==> src/rtl/ddr4_iod_rx_lane_trainer.sv <==
// rtl/ddr4_iod_rx_lane_trainer.sv - DDR4 4:1 input IOD receive-lane eye trainer and word aligner
//
// Scans the IOD delay line from tap 0 upward, looking for the first window of
// taps where every sampled word is one fixed rotation of PATTERN. Once a window of
// at least MIN_EYE taps closes, the trainer steps back to the window centre and
// bit-slips the lane until PATTERN arrives unrotated.
//
// Ports:
//   FAB_CLK, RESET_N          fabric clock, synchronous active-low reset
//   TRAIN_START               one-cycle request, accepted in IDLE/DONE/ERROR
//   PATTERN                   expected training word (4 distinct rotations)
//   RX_DATA                   deserialized word from the IOD
//   DELAY_LINE_OUT_OF_RANGE   IOD delay-line limit flag
//   DELAY_LINE_MOVE/DIRECTION tap step pulse and direction (1 = increment)
//   DELAY_LINE_LOAD           pulse that loads tap 0
//   RX_BIT_SLIP               pulse that rotates the IOD word by one bit
//   RX_DATA_OUT               RX_DATA registered once
//   DATA_VALID, TRAIN_DONE, TRAIN_ERR  status levels
//   EYE_START, EYE_END, CENTER_TAP     training results

module ddr4_iod_rx_lane_trainer #(
    parameter int MAX_TAPS      = 128,
    parameter int SETTLE_CYCLES = 8,
    parameter int SAMPLE_CYCLES = 16,
    parameter int MIN_EYE       = 4,
    localparam int TAP_W        = $clog2(MAX_TAPS)
) (
    input  logic             FAB_CLK,
    input  logic             RESET_N,
    input  logic             TRAIN_START,
    input  logic [3:0]       PATTERN,
    input  logic [3:0]       RX_DATA,
    input  logic             DELAY_LINE_OUT_OF_RANGE,
    output logic             DELAY_LINE_MOVE,
    output logic             DELAY_LINE_DIRECTION,
    output logic             DELAY_LINE_LOAD,
    output logic             RX_BIT_SLIP,
    output logic [3:0]       RX_DATA_OUT,
    output logic             DATA_VALID,
    output logic             TRAIN_DONE,
    output logic             TRAIN_ERR,
    output logic [TAP_W-1:0] EYE_START,
    output logic [TAP_W-1:0] EYE_END,
    output logic [TAP_W-1:0] CENTER_TAP
);

    typedef enum logic [3:0] {
        S_IDLE, S_LOAD, S_SETTLE, S_SAMPLE, S_STEP, S_BACKOFF, S_SLIP, S_DONE, S_ERROR
    } state_t;

    state_t           state;
    state_t           ret_state;
    logic [15:0]      cnt;
    logic [TAP_W-1:0] cur_tap;
    logic             win_open;
    logic             tap_ok;
    logic [1:0]       cand_r;
    logic [1:0]       lock_r;
    logic [1:0]       slip_cnt;

    function automatic logic [3:0] rot_left(input logic [3:0] p, input logic [1:0] r);
        case (r)
            2'd0:    rot_left = p;
            2'd1:    rot_left = {p[2:0], p[3]};
            2'd2:    rot_left = {p[1:0], p[3:2]};
            default: rot_left = {p[0], p[3:1]};
        endcase
    endfunction

    // Which rotation of PATTERN, if any, the current word is.
    logic       rx_match;
    logic [1:0] rx_rot;
    always_comb begin
        rx_match = 1'b0;
        rx_rot   = 2'd0;
        for (int r = 0; r < 4; r++) begin
            if (!rx_match && RX_DATA == rot_left(PATTERN, 2'(r))) begin
                rx_match = 1'b1;
                rx_rot   = 2'(r);
            end
        end
    end

    // The first word of a tap fixes the candidate rotation; later words must
    // repeat it, and an open window additionally pins it to the locked one.
    logic       first_word;
    logic [1:0] ref_r;
    logic       word_ok;
    logic       tap_pass;
    always_comb begin
        first_word = (cnt == 16'd0);
        ref_r      = first_word ? rx_rot : cand_r;
        word_ok    = rx_match && (rx_rot == ref_r) && (!win_open || rx_rot == lock_r);
        tap_pass   = word_ok && (first_word || tap_ok);
    end

    logic [TAP_W:0]   eye_width;
    logic             wide_enough;
    logic [TAP_W-1:0] center_calc;
    logic             at_limit;
    always_comb begin
        eye_width   = {1'b0, EYE_END} - {1'b0, EYE_START} + (TAP_W+1)'(1);
        wide_enough = (eye_width >= (TAP_W+1)'(MIN_EYE));
        center_calc = EYE_START + ((EYE_END - EYE_START) >> 1);
        at_limit    = (cur_tap == TAP_W'(MAX_TAPS-1)) || DELAY_LINE_OUT_OF_RANGE;
    end

    always_ff @(posedge FAB_CLK) begin
        if (!RESET_N) begin
            RX_DATA_OUT <= 4'd0;
        end else begin
            RX_DATA_OUT <= RX_DATA;
        end
    end

    always_ff @(posedge FAB_CLK) begin
        if (!RESET_N) begin
            state                <= S_IDLE;
            ret_state            <= S_IDLE;
            cnt                  <= 16'd0;
            cur_tap              <= '0;
            win_open             <= 1'b0;
            tap_ok               <= 1'b0;
            cand_r               <= 2'd0;
            lock_r               <= 2'd0;
            slip_cnt             <= 2'd0;
            DELAY_LINE_MOVE      <= 1'b0;
            DELAY_LINE_DIRECTION <= 1'b0;
            DELAY_LINE_LOAD      <= 1'b0;
            RX_BIT_SLIP          <= 1'b0;
            DATA_VALID           <= 1'b0;
            TRAIN_DONE           <= 1'b0;
            TRAIN_ERR            <= 1'b0;
            EYE_START            <= '0;
            EYE_END              <= '0;
            CENTER_TAP           <= '0;
        end else begin
            DELAY_LINE_MOVE <= 1'b0;
            DELAY_LINE_LOAD <= 1'b0;
            RX_BIT_SLIP     <= 1'b0;

            case (state)
                S_IDLE, S_DONE, S_ERROR: begin
                    if (TRAIN_START) begin
                        TRAIN_DONE           <= 1'b0;
                        TRAIN_ERR            <= 1'b0;
                        DATA_VALID           <= 1'b0;
                        win_open             <= 1'b0;
                        cur_tap              <= '0;
                        slip_cnt             <= 2'd0;
                        cnt                  <= 16'd0;
                        // Scan direction is established long before the first MOVE.
                        DELAY_LINE_DIRECTION <= 1'b1;
                        state                <= S_LOAD;
                    end
                end

                S_LOAD: begin
                    DELAY_LINE_LOAD <= 1'b1;
                    ret_state       <= S_SAMPLE;
                    cnt             <= 16'd0;
                    state           <= S_SETTLE;
                end

                // The pulse cycle counts as the first settle cycle.
                S_SETTLE: begin
                    if (cnt == 16'(SETTLE_CYCLES-1)) begin
                        cnt   <= 16'd0;
                        state <= ret_state;
                    end else begin
                        cnt <= cnt + 16'd1;
                    end
                end

                S_SAMPLE: begin
                    tap_ok <= tap_pass;
                    cand_r <= ref_r;
                    if (cnt == 16'(SAMPLE_CYCLES-1)) begin
                        cnt <= 16'd0;
                        if (tap_pass) begin
                            if (!win_open) begin
                                win_open  <= 1'b1;
                                EYE_START <= cur_tap;
                                lock_r    <= ref_r;
                            end
                            EYE_END <= cur_tap;
                            state   <= S_STEP;
                        end else if (win_open) begin
                            win_open <= 1'b0;
                            if (wide_enough) begin
                                CENTER_TAP           <= center_calc;
                                DELAY_LINE_DIRECTION <= 1'b0;
                                state                <= S_BACKOFF;
                            end else begin
                                state <= S_STEP;
                            end
                        end else begin
                            state <= S_STEP;
                        end
                    end else begin
                        cnt <= cnt + 16'd1;
                    end
                end

                S_STEP: begin
                    if (at_limit) begin
                        win_open <= 1'b0;
                        if (win_open && wide_enough) begin
                            CENTER_TAP           <= center_calc;
                            DELAY_LINE_DIRECTION <= 1'b0;
                            state                <= S_BACKOFF;
                        end else begin
                            TRAIN_ERR  <= 1'b1;
                            DATA_VALID <= 1'b0;
                            state      <= S_ERROR;
                        end
                    end else begin
                        DELAY_LINE_MOVE <= 1'b1;
                        cur_tap         <= cur_tap + TAP_W'(1);
                        ret_state       <= S_SAMPLE;
                        state           <= S_SETTLE;
                    end
                end

                // Direction was dropped to decrement on the way in, a cycle ahead of the first MOVE.
                S_BACKOFF: begin
                    if (cur_tap > CENTER_TAP) begin
                        DELAY_LINE_MOVE <= 1'b1;
                        cur_tap         <= cur_tap - TAP_W'(1);
                        ret_state       <= S_BACKOFF;
                        state           <= S_SETTLE;
                    end else begin
                        state <= S_SLIP;
                    end
                end

                S_SLIP: begin
                    if (slip_cnt != lock_r) begin
                        RX_BIT_SLIP <= 1'b1;
                        slip_cnt    <= slip_cnt + 2'd1;
                        ret_state   <= S_SLIP;
                        state       <= S_SETTLE;
                    end else begin
                        TRAIN_DONE <= 1'b1;
                        DATA_VALID <= 1'b1;
                        state      <= S_DONE;
                    end
                end

                default: state <= S_IDLE;
            endcase
        end
    end

endmodule

==> config.mk <==
export PLATFORM = sky130hd
export DESIGN_NAME = ddr4_iod_rx_lane_trainer
export DESIGN_NICKNAME = d
export VERILOG_FILES = /design/src/rtl/ddr4_iod_rx_lane_trainer.sv
export SDC_FILE = /design/constraint.sdc
export NUM_CORES = 1
export LEC_CHECK = 0
export ABC_AREA = 1
export CORE_MARGIN = 3
export CORE_UTILIZATION = 53
export CTS_CLUSTER_SIZE = 30
export DETAILED_ROUTE_END_ITERATION = 10
export GPL_TIMING_DRIVEN = 0
export MAX_ROUTING_LAYER = met4
export PLACE_DENSITY = 0.84
export SETUP_SLACK_MARGIN = 0.02
export SYNTH_ARGS = -nofsm -noshare
export SYNTH_HDL_FRONTEND = slang
export SYNTH_SLANG_ARGS = --single-unit
==> constraint.sdc <==
create_clock -name FAB_CLK -period 2.35 [get_ports FAB_CLK]
set_input_delay 0.5875 -clock FAB_CLK [delete_from_list [all_inputs] [get_ports FAB_CLK]]
set_output_delay 0.5875 -clock FAB_CLK [all_outputs]
set_load 0.01 [all_outputs]
Word-level counts from Yosys, hierarchy flattened

Cells that the tools add are included.

Flip-flop bits (word level): 71
Output and inout bits: 32
Logic and storage cells: 168

Add/subtract/negate cells: 8
$lt $le $gt $ge: 2
Equal/unequal tests: 31
Muxes and demuxes: 67
Bitwise gates (word level): 1
Reductions and logical operators: 39

Operators with widths:

| cell                  | count |
|---|---|
| $pmux 16 s4           | 1 |
| $mux 7                | 9 |
| $mux 16               | 3 |
| $mux 4                | 10 |
| $pmux 4 s7            | 1 |
| $mux 1                | 26 |
| $ne 2x2->1 const B    | 13 |
| $pmux 7 s3            | 1 |
| $reduce_and 4->1      | 5 |
| $add 16x1->16 const B | 1 |
| $eq 16x3->1 const B   | 1 |
| $eq 16x4->1 const B   | 1 |
| $eq 4x3->1 const B    | 4 |
| $eq 4x4->1            | 4 |
| $logic_not 16->1      | 1 |
| $pmux 4 s4            | 1 |
| $pmux 7 s2            | 1 |
| $reduce_and 3->1      | 4 |
| $mux 2                | 5 |
| $pmux 1 s3            | 3 |
| $reduce_bool 3->1     | 3 |
| $add 8x1->8 const B   | 1 |
| $eq 4x2->1 const B    | 2 |
| $ge 8x3->1 const B    | 1 |
| 27 further kinds      | 46 |

Logic depth before layout (Yosys ltp)

Gate-level depths: netlist of run 1.

Depth in word-level cells: 19
Mapped depth: 18
Mapped depth without buffers: 18

Worst setup path before layout of run 1

Ideal clock, no wire load.

Path kind: reg-to-reg
Start point: register EYE_START[1]
End point: register CENTER_TAP[6]
Setup time: 0.110 ns
Data arrival time: 2.564 ns
Data required time: 2.240 ns
Slack: -0.324 ns
Cell stages (with the launch flop): 16
Path through: dfxtp_1 > inv_1 > fa_1 > nand3_1 > nand3_1 > xnor2_1 > inv_1 > ha_1 > a21oi_1 > nand2_1 > a21o_1 > a21oi_1 > xor2_1 > nand4_1 > nand2_1 > nor2_1

Longest elaborated chain between the ends: 7

RTL lines:

| item                                                | line | text |
|---|---|---|
| start: declaration                                  | 42   | `output logic [TAP_W-1:0] EYE_START,` |
| start signal: assignment                            | 183  | `EYE_START <= cur_tap;` |
| branches (longest 7 deep; another with $sub 7x7->8) | n/a  |  |
| end signal: assignment                              | 191  | `CENTER_TAP <= center_calc;` |
| end signal: assignment                              | 209  | `CENTER_TAP <= center_calc;` |
| end: declaration                                    | 44   | `output logic [TAP_W-1:0] CENTER_TAP` |

Parallel ways; which one is timed is not known. The select of a mux whose other input is x is not followed.
A chain may end at the register's enable or synchronous reset.

Worst setup path in the final report of run 1

Start point: register EYE_START[1]
End point: register CENTER_TAP[5]

The elaborated chain is that of the path after synthesis.

==> flow_metrics.env, run 1 <==
export IMPL_finalSetupTns_ns=-2.65
export IMPL_syn_nets=760
export IMPL_p_sw_uw=1580
export IMPL_synth_edf_count=0
export IMPL_place_detailed_hpwl_mm=9.34
export IMPL_fin_cells=913
export IMPL_place_area_um2=5450
export IMPL_max_slew_margin_pct=57.0
export IMPL_period_needed_ns=3.04
export IMPL_clock_fmax_mhz=329
export IMPL_whs_ns=0.465
export IMPL_cts_root_buffer="clkbuf_8"
export IMPL_fin_crit_sh_pct=129
export IMPL_top_usage_layer="met2"
export IMPL_wl_per_cell_um=17.3
export IMPL_synthFlopType="dfxtp_1"
export IMPL_cts_clk_slew_worst_paths_ns=0.09
export IMPL_fillers=619
export IMPL_antenna_found_initial=0
export IMPL_cp_arrival_ns=3.31
export IMPL_path_class="flop to flop"
export IMPL_nets=851
export IMPL_layout_commonest_cell="nand2_1"
export IMPL_drive_above_1_share_pct=26.2
export IMPL_numPlacedInstances=859
export IMPL_numCtsBuffers=9
export IMPL_slew_viol_final=0
export IMPL_yosysSeqAreaShare_pct=29.0
export IMPL_gr_usage_met2_pct=47.9
export IMPL_p_int_uw=2210
export IMPL_grt_max_degree=15
export IMPL_start_util_pct=54.9
export IMPL_layout_common_cells="nand2_1, inv_1, nor2_1"
export IMPL_peakVddDrop_mv=0.585
export IMPL_comb_power_share_pct=36.0
export IMPL_status="finished, violations left"
export IMPL_synth_top_area_share_pct=29.0
export IMPL_grt_pass1_wl_mm=22.7
export IMPL_coreArea_um2=8810
export IMPL_tightest_slew_ns=0.644
export IMPL_cts_buffer_depth=2
export IMPL_grtUsageTotal_pct=28.6
export IMPL_yosys_top_cells_area="dfxtp_1, nand2_1, ha_1"
export IMPL_drtIter0Drc=518
export IMPL_routed_wl_mm=15.8
export IMPL_numPortBuffers=42
export IMPL_synthCells=709
export IMPL_gp_congestion=0.909
export IMPL_p_per_area_nw_per_um2=594
export IMPL_vias=5290
export IMPL_area_growth_pct=31.7
export IMPL_route_detailed_drc=0
export IMPL_hold_viol=0
export IMPL_switching_share_pct=41.8
export IMPL_yosysTopAreaCell="dfxtp_1"
export IMPL_skew_ns=0.0145
export IMPL_violations="setup timing"
export IMPL_cts_sinks=70
export IMPL_ys_async_sr_fraction_pct=0
export IMPL_grt_pass1_vias=4947
export IMPL_critPathMaxFanout=4
export IMPL_synth_warning_count=0
export IMPL_syn_area_um2=4840
export IMPL_regToRegSetupSlack_ns=-0.69
export IMPL_fp_dieW_um=102
export IMPL_die_area_um2=10300
export IMPL_setup_slack_ns=-0.693
export IMPL_start_kind="flop"
export IMPL_hold_class="flop to flop"
export IMPL_critPathRequiredTime_ns=2.62
export IMPL_cts_tree="done"
export IMPL_num_antenna_cells=0
export IMPL_seqPwrFrac_pct=36.6
export IMPL_dieHeight_um=102
export IMPL_h_tree_depth=3
export IMPL_avgSynthCellArea_um2=6.82
export IMPL_clk_latency_ns=0.37
export IMPL_crit_path_end_kind="flop"
export IMPL_design_area_um2=6370
export IMPL_met3_usage_pct=6.13
export IMPL_rsz0062_at_grt="true"
export IMPL_grt_overflow_total=0
export IMPL_ant_nets=0
export IMPL_fp_row_count=34
export IMPL_dr_pass1_iters=5
export IMPL_synth_distinct_cells=51
export IMPL_met1_usage_pct=32.2
export IMPL_vias_per_cell=5.79
export IMPL_synth_ff_latch_count=70
export IMPL_cap_violations=0
export IMPL_setup_viol=11
export IMPL_cellLeakagePower_uw=0.00277
export IMPL_ioPinCount=44
export IMPL_p_clk_share_pct=27.4
## worst paths after layout
path                                   from                         end  cells after the start
setup / recovery  EYE_START[1]$_SDFFE_PN0P_  CENTER_TAP[5]$_SDFFE_PN0P_                     16
hold / removal      DATA_VALID$_SDFFE_PN0P_     DATA_VALID$_SDFFE_PN0P_                      2
setup reg to reg  EYE_START[1]$_SDFFE_PN0P_  CENTER_TAP[5]$_SDFFE_PN0P_                     16
hold reg to reg     DATA_VALID$_SDFFE_PN0P_     DATA_VALID$_SDFFE_PN0P_                      2
## metal layers
| layer | share of wire (%) | vias to the layer above | routed length [um] |
|---|---|---|---|
| li1 | - | 2453 | - |
| met1 | 38 | 2467 | 6010 |
| met2 | 49 | 281 | 7690 |
| met3 | 7.9 | 89 | 1240 |
| met4 | 5.5 | 0 | 864 |
| met5 | 0 | - | 0 |
## power groups by stage
stage / logic, uW / clock network [uW] / registers (uW)
2_1_floorplan: 948 / 0 / 1380
3_3_place_gp: 1190 / 0 / 1390
3_5_place_dp: 1240 / 0 / 1400
4_1_cts: 1270 / 1030 / 1370
5_1_grt: 1510 / 1100 / 1390
6_report: 1360 / 1040 / 1390
## synthesized netlist by cell type, drive strengths merged (2+ instances only)
cell	n
a211oi	3
a21oi	54
a31oi	2
buf	3
clkbuf	5
clkinv	2
dfxtp	70
fa	4
ha	35
inv	119
nand2	176
nand3	37
nand4	19
nor2	97
nor3	10
o211ai	4
o21ai	29
o21bai	3
o22ai	3
or2	2
xnor2	11
xor2	10
## cell type report
type	instances	area, um^2	share of cell area (%)
Multi-Input combinational cell	511	3370	53.0
Sequential cell	70	1440	22.5
Timing Repair Buffer	79	707	11.1
Inverter	121	472	7.41
Tap cell	108	135	2.12
Clock buffer	9	124	1.94
Clock inverter	7	82.6	1.30
Buffer	8	38.8	0.609
## repair_timing
| action | CTS | global route |
|---|---|---|
| gates cloned | 1 | 0 |
| pin swaps | 29 | 48 |
| setup endpoints to repair | 35 | 47 |
| gates resized for setup | 55 | 87 |
| buffers inserted | 20 | 17 |
| hold buffers | 0 | 0 |
## worst max-delay path, cell delays in order (launching register included)
cell	delay [ns]
dfxtp_4	0.38
inv_4	0.05
ha_4	0.24
a21oi_1	0.19
o21bai_2	0.13
xnor2_1	0.25
inv_1	0.12
ha_4	0.25
a21oi_2	0.16
nand2_1	0.12
a21oi_2	0.19
nor2_1	0.10
nor2_1	0.19
xor2_1	0.30
nand4_1	0.13
nand2_1	0.09
nor2_1	0.05
## cells by family (layout without fill, tap and decap cells)
kind of cell	count (synthesis)	after routing	synth area share, %
buffers and inverters	129	224	10.2
flip-flops	70	70	29.0
AO/OA/AOI/OAI	105	105	12.2
AND/OR/NAND/NOR	345	346	34.0
XOR/XNOR	21	21	3.96
adder cells (fa/ha/maj)	39	39	10.7
## flip-flops by register name (all words and copies together) (netlist names), 2 cells and up
name         count
CENTER_TAP       7
EYE_END          7
EYE_START        7
RX_DATA_OUT      4
cand_r           2
cnt             16
cur_tap          7
lock_r           2
ret_state        3
slip_cnt         2
state            4
## metrics by stage
stage                     setup slack, ns  utilization [%]  total power [uW]
after detailed placement           -0.492             61.9              2630
after global placement             -0.393             61.9              2590
final                              -0.693             72.3              3790
after floorplan                    -0.101                -              2330
after global routing               -0.748             72.3              4010
after CTS                          -0.339             68.0              3670
Note: power is estimated with default switching activity, not from simulation.
==> run 2, diff against run 1 <==
Settings changed: CORE_UTILIZATION 53 to 55, DONT_BUFFER_PORTS set to 1, PLACE_DENSITY 0.84 to 0.8.
==> run 2 against run 1 <==
  * Critical endpoint is now CENTER_TAP[6]$_SDFFE_PN0P_
  * Maximum frequency increased by 9.6%
  * Register-to-register slack improved by 0.27 ns
  * Non-clock buffer count decreased by 55
  * Highest routed layer unchanged
  * Combinational power decreased by 7%
  * Wire length decreased by 16%
  * Clock power decreased by 5%
  * The run ends with DRC, setup timing left
  * Largest cell class unchanged
  * First-iteration DRC count decreased by 32%
==> flow_metrics.env, run 2 (same netlist as run 1, synthesis figures left out) <==
export IMPL_rsz0062_at_grt="true"
export IMPL_cap_violations=0
export IMPL_crit_chain="inv_4, ha_4, inv_2, fa_2, ha_2, fa_2, nand3_1, nand2_1, a21o_1, a21oi_2, xor2_1, nand4_1, nand2_1, nor2_1"
export IMPL_cts_buffer_depth=2
export IMPL_critPathBufInv=2
export IMPL_grt_pass1_wl_mm=20.8
export IMPL_gp_congestion=0.895
export IMPL_p_per_area_nw_per_um2=630
export IMPL_routed_wl_mm=13.3
export IMPL_route_detailed_drc=1
export IMPL_cts_tree="done"
export IMPL_cts_clk_slew_worst_paths_ns=0.08
export IMPL_coreArea_um2=8380
export IMPL_antenna_found_initial=0
export IMPL_grt_pass1_vias=4536
export IMPL_largest_reg_flops=16
export IMPL_vias_per_cell=5.61
export IMPL_ioPinCount=44
export IMPL_numCtsBuffers=9
export IMPL_design_area_um2=5790
export IMPL_wl_per_cell_um=15.6
export IMPL_ant_nets=0
export IMPL_clk_latency_ns=0.34
export IMPL_cp_arrival_ns=3.02
export IMPL_peakVddDrop_mv=0.440
export IMPL_violations="DRC, setup timing"
export IMPL_cts_sinks=70
export IMPL_place_area_um2=5030
export IMPL_grt_max_degree=12
export IMPL_total_power_uw=3650
export IMPL_setup_slack_ns=-0.426
export IMPL_layout_commonest_cell="nand2_1"
export IMPL_cpPeakStageDelay_ns=0.45
export IMPL_cp_top_family="adder cells"
export IMPL_h_tree_depth=3
export IMPL_dr_pass1_iters=9
export IMPL_cpMaxStageDelayCell="fa_2"
export IMPL_hold_class="input port to flop"
export IMPL_fin_crit_sh_pct=118
export IMPL_grt_overflow_total=0
export IMPL_critPathRequiredTime_ns=2.59
export IMPL_fp_row_count=33
export IMPL_max_slew_margin_pct=56.5
export IMPL_path_class="flop to flop"
export IMPL_drtIter0Drc=353
export IMPL_period_needed_ns=2.78
export IMPL_critPathMaxFanout=4
export IMPL_num_antenna_cells=0
export IMPL_place_detailed_hpwl_mm=9.05
export IMPL_regMostFlops="cnt"
export IMPL_fp_dieW_um=99.8
export IMPL_cellLeakagePower_uw=0.00253
export IMPL_die_area_um2=9960
export IMPL_cts_root_buffer="clkbuf_8"
export IMPL_status="finished, violations left"
export IMPL_drive_above_1_share_pct=24.0
export IMPL_area_growth_pct=19.8
export IMPL_final_core_util_pct=69.1
export IMPL_layout_common_cells="nand2_1, inv_1, nor2_1"
export IMPL_whs_ns=0.348
export IMPL_tightest_slew_ns=0.653
export IMPL_setup_viol=11
export IMPL_hold_viol=0
export IMPL_slew_viol_final=0
export IMPL_grtUsageTotal_pct=26.4
export IMPL_start_util_pct=57.7
export IMPL_clock_fmax_mhz=360
export IMPL_nets=795
export IMPL_dieHeight_um=99.8
export IMPL_vias=4783
export IMPL_skew_ns=0.0114
export IMPL_crit_path_end_kind="flop"
export IMPL_numPortBuffers=0
export IMPL_start_kind="flop"
-- run 2: changes by cell type in the layout (fill, tap and decap cells not counted), moves of 3 or more --
cell             delta
clkinv_4            -4
nor2_2              -3
clkdlybuf4s50_1    -35
clkbuf_2            -7
a21oi_1             +4
buf_4              -11
a21oi_2             -4
-- run 2: final cells by class --
cell class / instances / area [um^2]
multi-input combinational: 510 / 3320
clock buffer: 11 / 151
timing repair buffer: 24 / 199
fill: 642 / 2590
clock inverter: 3 / 45.0
buffer: 8 / 38.8
inverter: 121 / 468
sequential: 70 / 1440
tap: 105 / 131
-- run 2: path summary, 6_finish.rpt --
path / slack [ns] / from / to / cells after the start
max: -0.43 / EYE_END[0]$_SDFFE_PN0P_ / CENTER_TAP[6]$_SDFFE_PN0P_ / 14
min: 0.35 / RX_DATA[3] / RX_DATA_OUT[3]$_SDFF_PN0_ / 2
max reg2reg: -0.43 / EYE_END[0]$_SDFFE_PN0P_ / CENTER_TAP[6]$_SDFFE_PN0P_ / 14
min reg2reg: 0.47 / ret_state[0]$_SDFFE_PN0P_ / ret_state[0]$_SDFFE_PN0P_ / 2
-- run 2: routing by layer --
metal | part of all wire, % | GRT usage [%] | routed length [um]
met5 | 0 | - | 0
met2 | 49 | 42.4 | 6470
met1 | 42 | 33.8 | 5610
met4 | 2.8 | 10.1 | 368
met3 | 6.2 | 3.75 | 826
-- run 2: where the power goes --
part	internal, uW	switching (uW)	leakage [uW]
sequential	1270	127	0.000577
combinational	391	879	0.00186
clock	537	450	0.0000935
-- run 2: metrics by stage --
step	setup TNS (ns)	instances	setup slack (ns)
3_5_place_dp	-4.61	814	-0.439
2_1_floorplan	-0.101	709	-0.101
5_1_grt	-3.82	852	-0.490
3_3_place_gp	-2.95	814	-0.370
4_1_cts	-1.46	843	-0.350
6_report	-2.34	852	-0.426
-- run 2: timing repair --
item | 4_1_cts | 5_1_grt
endpoints found under the setup margin | 19 | 30
setup buffers | 15 | 9
resized for setup | 65 | 43
pin swaps | 39 | 28
hold buffers | 0 | 0
==> run 3, diff against run 2 <==
Settings changed: TNS_END_PERCENT set to 10.
==> run 3 against run 2 <==
  * The run ends with setup timing left
  * Maximum frequency increased by 3.1%
  * Core utilization decreased by 4.4 points
  * Sequential share of layout area increased by 1.5 points
  * Final cell count decreased by 2.1%
  * Non-clock buffer count decreased by 19
  * Critical path depth increased by 2
  * Hold slack got worse by 0.020 ns
  * Design area decreased by 6.4%
  * Sequential power about the same
  * Global-route usage decreased by 1.4 points
  * Combinational power decreased by 3%
  * Register-to-register slack improved by 0.08 ns
  * Critical path type unchanged
==> flow_metrics.env, run 3 (same netlist as run 1, synthesis figures left out) <==
export IMPL_vias_per_cell=5.52
export IMPL_vias=4600
export IMPL_slew_viol_final=0
export IMPL_cap_violations=0
export IMPL_cpPeakStageDelay_ns=0.41
export IMPL_cellLeakagePower_uw=0.00241
export IMPL_reg2reg_from="EYE_START[1]$_SDFFE_PN0P_"
export IMPL_start_util_pct=57.7
export IMPL_cts_sinks=70
export IMPL_ant_nets=0
export IMPL_hold_class="input port to flop"
export IMPL_violations="setup timing"
export IMPL_place_detailed_hpwl_mm=8.97
export IMPL_cts_tree="done"
export IMPL_coreArea_um2=8380
export IMPL_regMostFlops="cnt"
export IMPL_fp_dieW_um=99.8
export IMPL_die_area_um2=9960
export IMPL_r2r_cells=16
export IMPL_routed_wl_mm=11.7
export IMPL_hold_path_startpoint="RX_DATA[3]"
export IMPL_cpMaxStageDelayCell="dfxtp_4"
export IMPL_numPortBuffers=0
export IMPL_regToRegSetupSlack_ns=-0.34
export IMPL_grt_pass1_vias=4372
export IMPL_setup_slack_ns=-0.341
export IMPL_clk_latency_ns=0.36
export IMPL_status="finished, violations left"
export IMPL_period_needed_ns=2.69
export IMPL_tightest_slew_ns=0.602
export IMPL_crit_path_end_kind="flop"
export IMPL_path_class="flop to flop"
export IMPL_critPathMaxFanout=6
export IMPL_gp_congestion=0.894
export IMPL_r2r_end="CENTER_TAP[5]$_SDFFE_PN0P_"
export IMPL_drive_above_1_share_pct=17.3
export IMPL_numCtsBuffers=9
export IMPL_timing_critical_path_from="EYE_START[1]$_SDFFE_PN0P_"
export IMPL_finalSetupTns_ns=-1.54
export IMPL_min_to="RX_DATA_OUT[3]$_SDFF_PN0_"
export IMPL_ioPinCount=44
export IMPL_p_per_area_nw_per_um2=648
export IMPL_drtIter0Drc=326
export IMPL_cts_clk_slew_worst_paths_ns=0.08
export IMPL_nets=776
export IMPL_route_detailed_drc=0
export IMPL_grt_max_degree=12
export IMPL_antenna_found_initial=0
export IMPL_cts_root_buffer="clkbuf_8"
export IMPL_wl_per_cell_um=14.1
export IMPL_grt_pass1_wl_mm=19.7
export IMPL_rsz0062_at_grt="true"
export IMPL_cts_buffer_depth=2
export IMPL_area_growth_pct=12.2
export IMPL_crit_chain="inv_2, ha_1, a21oi_1, o21bai_2, xnor2_1, inv_1, ha_1, a21oi_1, nand2_1, a21oi_1, nor2_1, nor2_1, xor2_1, nand4_1, nand2_1, nor2_1"
export IMPL_cts_hold_buf=0
export IMPL_setup_viol=11
export IMPL_dr_pass1_iters=5
export IMPL_fillers=725
export IMPL_dieHeight_um=99.8
export IMPL_fp_row_count=33
export IMPL_grtUsageTotal_pct=25.0
export IMPL_holdPathStages=2
export IMPL_max_slew_margin_pct=59.9
export IMPL_critPathRequiredTime_ns=2.62
export IMPL_cp_arrival_ns=2.96
export IMPL_hold_viol=0
export IMPL_peakVddDrop_mv=0.592
export IMPL_clock_fmax_mhz=372
export IMPL_largest_reg_flops=16
export IMPL_fin_crit_sh_pct=115
export IMPL_h_tree_depth=3
export IMPL_dpl_worst_slack_ns=-0.456
export IMPL_skew_ns=0.0134
export IMPL_num_antenna_cells=0
export IMPL_layout_commonest_cell="nand2_1"
export IMPL_start_kind="flop"
export IMPL_grt_overflow_total=0
export IMPL_layout_common_cells="nand2_1, inv_1, nor2_1"
-- run 3: worst max-delay path: cells and delay by family (launching register included) --
kind,cells,cell delay (ns)
compound gates,4,0.60
xor+xnor,2,0.32
fa+ha+maj,2,0.63
simple gates,6,0.51
flops,1,0.41
buf+inv,2,0.12
-- run 3: per-stage QoR --
stage / utilization, % / instance area (um^2) / cells / total power (uW) / hold slack (ns)
final: 64.7 / 5430 / 834 / 3520 / 0.328
after global routing: 64.7 / 5430 / 834 / 3740 / 0.343
after CTS: 63.0 / 5280 / 830 / 3470 / 0.323
after detailed placement: 59.7 / 5000 / 814 / 2580 / 0.446
after global placement: 59.7 / 5000 / 814 / 2550 / 0.442
after floorplan: - / 4870 / 709 / 2330 / 0.426
-- run 3: routing by layer --
layer  share of wire [%]  wire length (um)  vias to the layer above  GRT usage, %
li1                    -                 -                     2310             -
met1                  45              5220                     2134          31.3
met2                  47              5520                      137          41.3
met3                 6.8               793                       19          4.93
met4                 1.7               197                        0          6.62
met5                   0                 0                        -             -
-- run 3: area by class of cell --
class | instances | area, um^2 | share of cell area (%)
clock buffers | 12 | 155 | 2.86
inverters | 121 | 458 | 8.44
multi-input cells | 510 | 3140 | 57.8
clock inverters | 3 | 20.0 | 0.369
repair buffers | 5 | 53.8 | 0.992
plain buffers | 8 | 38.8 | 0.715
flip-flops and latches | 70 | 1430 | 26.4
well taps | 105 | 131 | 2.42
-- run 3: how the worst max path moves through the flow --
stage | end | slack [ns] | depth (start not counted)
2_1_floorplan | CENTER_TAP[6]$_SDFFE_PN0P_ | -0.10 | 14
3_3_place_gp | CENTER_TAP[6]$_SDFFE_PN0P_ | -0.35 | 15
3_5_place_dp | CENTER_TAP[6]$_SDFFE_PN0P_ | -0.46 | 15
4_1_cts | CENTER_TAP[6]$_SDFFE_PN0P_ | -0.37 | 17
5_1_grt | CENTER_TAP[5]$_SDFFE_PN0P_ | -0.50 | 16
6_report | CENTER_TAP[5]$_SDFFE_PN0P_ | -0.34 | 16
-- run 3: where the power goes --
| part | total (uW) | internal, uW | switching [uW] |
|---|---|---|---|
| registers | 1390 | 1270 | 122 |
| logic | 1230 | 386 | 848 |
| clock network | 894 | 433 | 461 |
| total | 3520 | 2090 | 1430 |
-- run 3: timing repair --
item | 4_1_cts | 5_1_grt
setup buffers | 1 | 4
gates resized for setup | 27 | 32
pin swaps | 7 | 13
endpoints found under the setup margin | 19 | 30
endpoints found under the hold margin | 0 | 0
==> RTL edit 1: new RTL, config.mk and constraints of run 1 <==
`SETTLE_CYCLES`: 8 -> 6.
--- a/src/rtl/ddr4_iod_rx_lane_trainer.sv
+++ b/src/rtl/ddr4_iod_rx_lane_trainer.sv
@@ -22,3 +22,3 @@
     parameter int MAX_TAPS      = 128,
-    parameter int SETTLE_CYCLES = 8,
+    parameter int SETTLE_CYCLES = 6,
     parameter int SAMPLE_CYCLES = 16,
Behaviour: no difference found for any inputs over 10 cycles, from zero or initial values and one cycle with RESET_N low; that may be too few to reach the edited logic, so the function may still have changed.
==> RTL edit 1 against run 1 <==
The run still ends with negative setup slack left. Area after synthesis shrank 0.21%. Hold slack lost 0.0059 ns. Design area shrank 3.1%. Non-clock buffer count is 7 lower. Synthesized cell count is 3.5% lower. Sequential cell count unchanged. Routed wire length shrank 15%. Worst setup slack improved by 0.25 ns. Total power shrank 3.8%. Highest routed layer unchanged.
==> RTL edit 1: results (changes against run 1) <==
Synth Area per Inst 7.06 sq um (+3.4%); R2R Path End CENTER_TAP[6]; vias in the first global route 4602 (-7.0%); Wirelength per Cell 15.3 microns (-12%); Worst VDD drop 0.499 mV (-15%); WHS Path Cells 3 (+1); dpl hpwl 9030 microns (-3.3%); top cells by area, synth dfxtp_1, nand2_1, ha_1, inv_1, nor2_1; H-tree Lvls 3 (unchanged); fin nets 817 (-4.0%); CTS max path bufs 2 (unchanged); setup TNS -1.82 ns (+0.831 ns); Sw Share 40.9% (-0.89 points); vias per cell 5.53 (-4.5%); HP Class input port to register; Seq/Total Area, Yosys 29.0% (+0.060 points); CP max stage cell fa_2; first-pass GRT wire length 20600 microns (-9.6%); CTS clock-pin slew for the worst setup and hold paths 0.08 ns; Slew @ Worst Pin 0.669 ns (+0.0244 ns); synth unique cells 55 (+7.8%); failing checks negative setup slack; Max Fanout on Critical Path 2 (-2); leakage power 2.65 nW (-4.3%); initial antenna violation count 0 (unchanged); gr usage total 25.6% (-3.0 points); status finished, violations left; crit-path leading delay family adder cells; largest net degree at the start of global routing 13 (-2); TritonCTS buffer count 9 (unchanged); RePlAce Congestion 0.899 (-1.2%); Hold Path Sink RX_DATA_OUT[0]; hold_sp RX_DATA[0]; Area after DPL 5410 sq um (-0.85%); WP data arrival 3.04 ns (-0.27 ns); initial drt markers 278 (-46%); Worst Slack Setup Final -0.439 ns (+0.254 ns); hold slack 0.460 ns (-0.00586 ns); Final Instance Count excl. Fillers 878 (-3.8%); most frequent cells after synthesis nand2_1, inv_1, nor2_1; DP Worst Slack -0.515 ns (-0.0231 ns); max-slew violation count 0 (unchanged); clock latency on the worst-skew pair 0.35 ns (-0.02 ns); port bufs 38 (-9.5%); share of cells above drive strength 1 26.0% (-0.24 points); Async S/R FF share, synth 0% (unchanged); slowest stage delay, CP 0.45 ns (+0.07 ns); Final Setup Violations 13 (+2); Mapped Nets 736 (-3.2%); worst reg2reg path depth 14 (-2); dpl cells 830 (-3.4%); diodes inserted 0 (unchanged); pwr dens 590 nW/um^2 (-0.74%); clk pwr 0.907 mW (-13%); YS warnings 0 (unchanged); critical path launch point EYE_END[0]; Clock Skew 0.00875 ns (-0.00578 ns); drt pass-1 iters 5 (unchanged)
==> RTL edit 1: final cells by class <==
| class | count | area [sq um] |
|---|---|---|
| well taps | 108 | 135 |
| repair buffers | 68 | 616 |
| inverters | 114 | 433 |
| multi-input cells | 490 | 3270 |
| fillers | 656 | 2590 |
| plain buffers | 12 | 103 |
| clock buffers | 11 | 151 |
| clock inverters | 5 | 33.8 |
| flip-flops and latches | 70 | 1440 |
==> RTL edit 1: worst max path at each step <==
stage          slack, ns  cells after the start             to
4_1_cts            -0.39                     14  CENTER_TAP[6]
2_1_floorplan      -0.21                     14  CENTER_TAP[6]
6_report           -0.44                     14  CENTER_TAP[6]
5_1_grt            -0.47                     14  CENTER_TAP[6]
3_5_place_dp       -0.51                     19   EYE_START[3]
3_3_place_gp       -0.46                     18     EYE_END[3]
==> RTL edit 1: metal layers <==
layer  part of all wire [%]  GRT usage [%]  up-vias
met4                    3.8           10.7        0
met2                     51           44.3      208
met1                     40           28.9     2229
met5                      0              -        -
met3                    5.7           4.68       62
li1                       -              -     2360
==> RTL edit 1: cell families (layout without fill, tap and decap cells) <==
kind of cell | count (synthesis) | after routing | synth area share [%]
AOI/OAI and AO/OA | 114 | 114 | 13.1
xor gates and xnor gates | 27 | 27 | 5.05
adders and majority gates | 40 | 40 | 11.0
buffers and inverters | 126 | 210 | 11.1
DFF | 70 | 70 | 29.0
and+or+nand+nor | 307 | 309 | 30.8
==> RTL edit 1: what timing repair did <==
item	in CTS	in global routing
hold buffers	0	0
buffers inserted	18	13
cloned	1	2
pin swaps	26	33
resized for setup	51	55
setup endpoints to repair	33	41
==> RTL edit 1: worst min-delay path, delay by kind of cell <==
family | cells | cell delay (ns)
AND/OR/NAND/NOR | 1 | 0.05
buffers and inverters | 2 | 0.14
==> RTL edit 2: new RTL, config.mk and constraints of run 1 <==
Without the edit above. Compare `cnt` against `16'(SETTLE_CYCLES-1)` with >= in place of ==.
--- a/src/rtl/ddr4_iod_rx_lane_trainer.sv
+++ b/src/rtl/ddr4_iod_rx_lane_trainer.sv
@@ -166,3 +166,3 @@
                 S_SETTLE: begin
-                    if (cnt == 16'(SETTLE_CYCLES-1)) begin
+                    if (cnt >= 16'(SETTLE_CYCLES-1)) begin
                         cnt   <= 16'd0;
Check against the original RTL: no difference found for any inputs over 10 cycles, from zero or initial values and one cycle with RESET_N low; that may be too few to reach the edited logic, so the function may still have changed.
==> RTL edit 2 against run 1 <==
The flow still finishes with violations (negative setup slack). Area after synthesis shrank 3.4%. Sequential cell count unchanged. Routed wire length is 17% lower. Design area is 5.7% lower. Count of clock-buffer cells in the layout up 1. First-iteration DRC count is 35% lower. Die area down 3.2%. Worst setup slack improved by 0.29 ns. Non-clock buffer count decreased by 15. Clock power about the same. Sequential share of layout area grew 1.3 points. Clock skew up 0.00088 ns. Total power increased by 2.6%. Largest cell class unchanged.
==> RTL edit 2: results (changes against run 1) <==
gr usage total 26.0% (-2.6 points); Non-clock inverters 104 (-14%); Mapped Nets 735 (-3.3%); Final Setup Violations 13 (+2); Max Fanout on Critical Path 3 (-1); WP data arrival 3.04 ns (-0.27 ns); Worst Slack Setup Final -0.400 ns (+0.292 ns); buffering overhead 10.4% (-1.3 points); share of cells above drive strength 1 23.7% (-2.5 points); clock buffer count 10 (+1); vias per cell 5.53 (-4.5%); fin nets 813 (-4.5%); initial drt markers 337 (-35%); Seq/Total Area, Yosys 30.0% (+1.0 points); Worst slew margin 52.7% (-4.3 points); total wire length 13100 microns (-17%); Mapped Cells 684 (-3.5%); multi-input gates 505 (-1.2%); most frequent cells after synthesis nand2_1, inv_1, nor2_1; Worst R2R Start EYE_END[0]; fraction of area in multi-input gates 53.5% (+0.54 points); synth unique cells 44 (-14%); largest net degree at the start of global routing 14 (-1); failing checks negative setup slack; clock-cell share of area 3.48% (+0.24 points); Clock Skew 0.0154 ns (+0.000882 ns); status finished, violations left
-- RTL edit 2: worst max-delay path: stages (launching register included) --
cell	delay (ns)
dfxtp_2	0.33
inv_2	0.06
ha_4	0.12
inv_2	0.03
fa_2	0.34
a311o_1	0.30
xnor2_1	0.18
inv_1	0.09
ha_4	0.23
a21oi_2	0.15
nand2_2	0.08
a21oi_2	0.11
nor2_1	0.05
nor2_1	0.14
xor2_1	0.20
nand4_1	0.12
a21oi_1	0.14
-- RTL edit 2: timing repair --
item,CTS,global route
hold buffers,0,0
pin swaps,7,26
setup endpoints to repair,34,41
gates cloned,0,2
resized for setup,36,73
buffers inserted,12,11
-- RTL edit 2: power groups by stage --
stage	clock network, mW	logic, mW	registers [mW]
floorplan	0	0.952	1.41
global placement	0	1.24	1.43
detailed placement	0	1.28	1.44
CTS	1.04	1.29	1.41
global route	1.09	1.58	1.44
finish	1.04	1.42	1.43
-- RTL edit 2: layer usage --
layer  routed length [microns]  vias up  GRT usage [%]  part of all wire, %
li1                          -     2365              -                    -
met1                      5550     2241           32.7                   42
met2                      6360      182           41.4                   48
met3                       776       36           4.03                  5.9
met4                       449        0           11.3                  3.4
met5                         0        -              -                    0
-- RTL edit 2: cells by family (layout without fill, tap and decap cells) --
family                   after synthesis  in the layout  share of synthesized area [%]
AND/OR/NAND/NOR                      328            330                           32.1
AO/OA/AOI/OAI                        116            116                           14.0
buffers and inverters                111            192                           8.97
flip-flops                            70             70                           30.0
adder cells (fa/ha/maj)               39             39                           11.1
XOR/XNOR                              20             20                           3.75
-- RTL edit 2: metrics by stage --
step	area [sq um]	util [%]	hold slack, ns
final	6010	71.7	0.475
after global routing	6010	71.7	0.486
after CTS	5720	68.2	0.472
after detailed placement	5310	63.3	0.461
after global placement	5310	63.3	0.454
after floorplan	4760	-	0.441
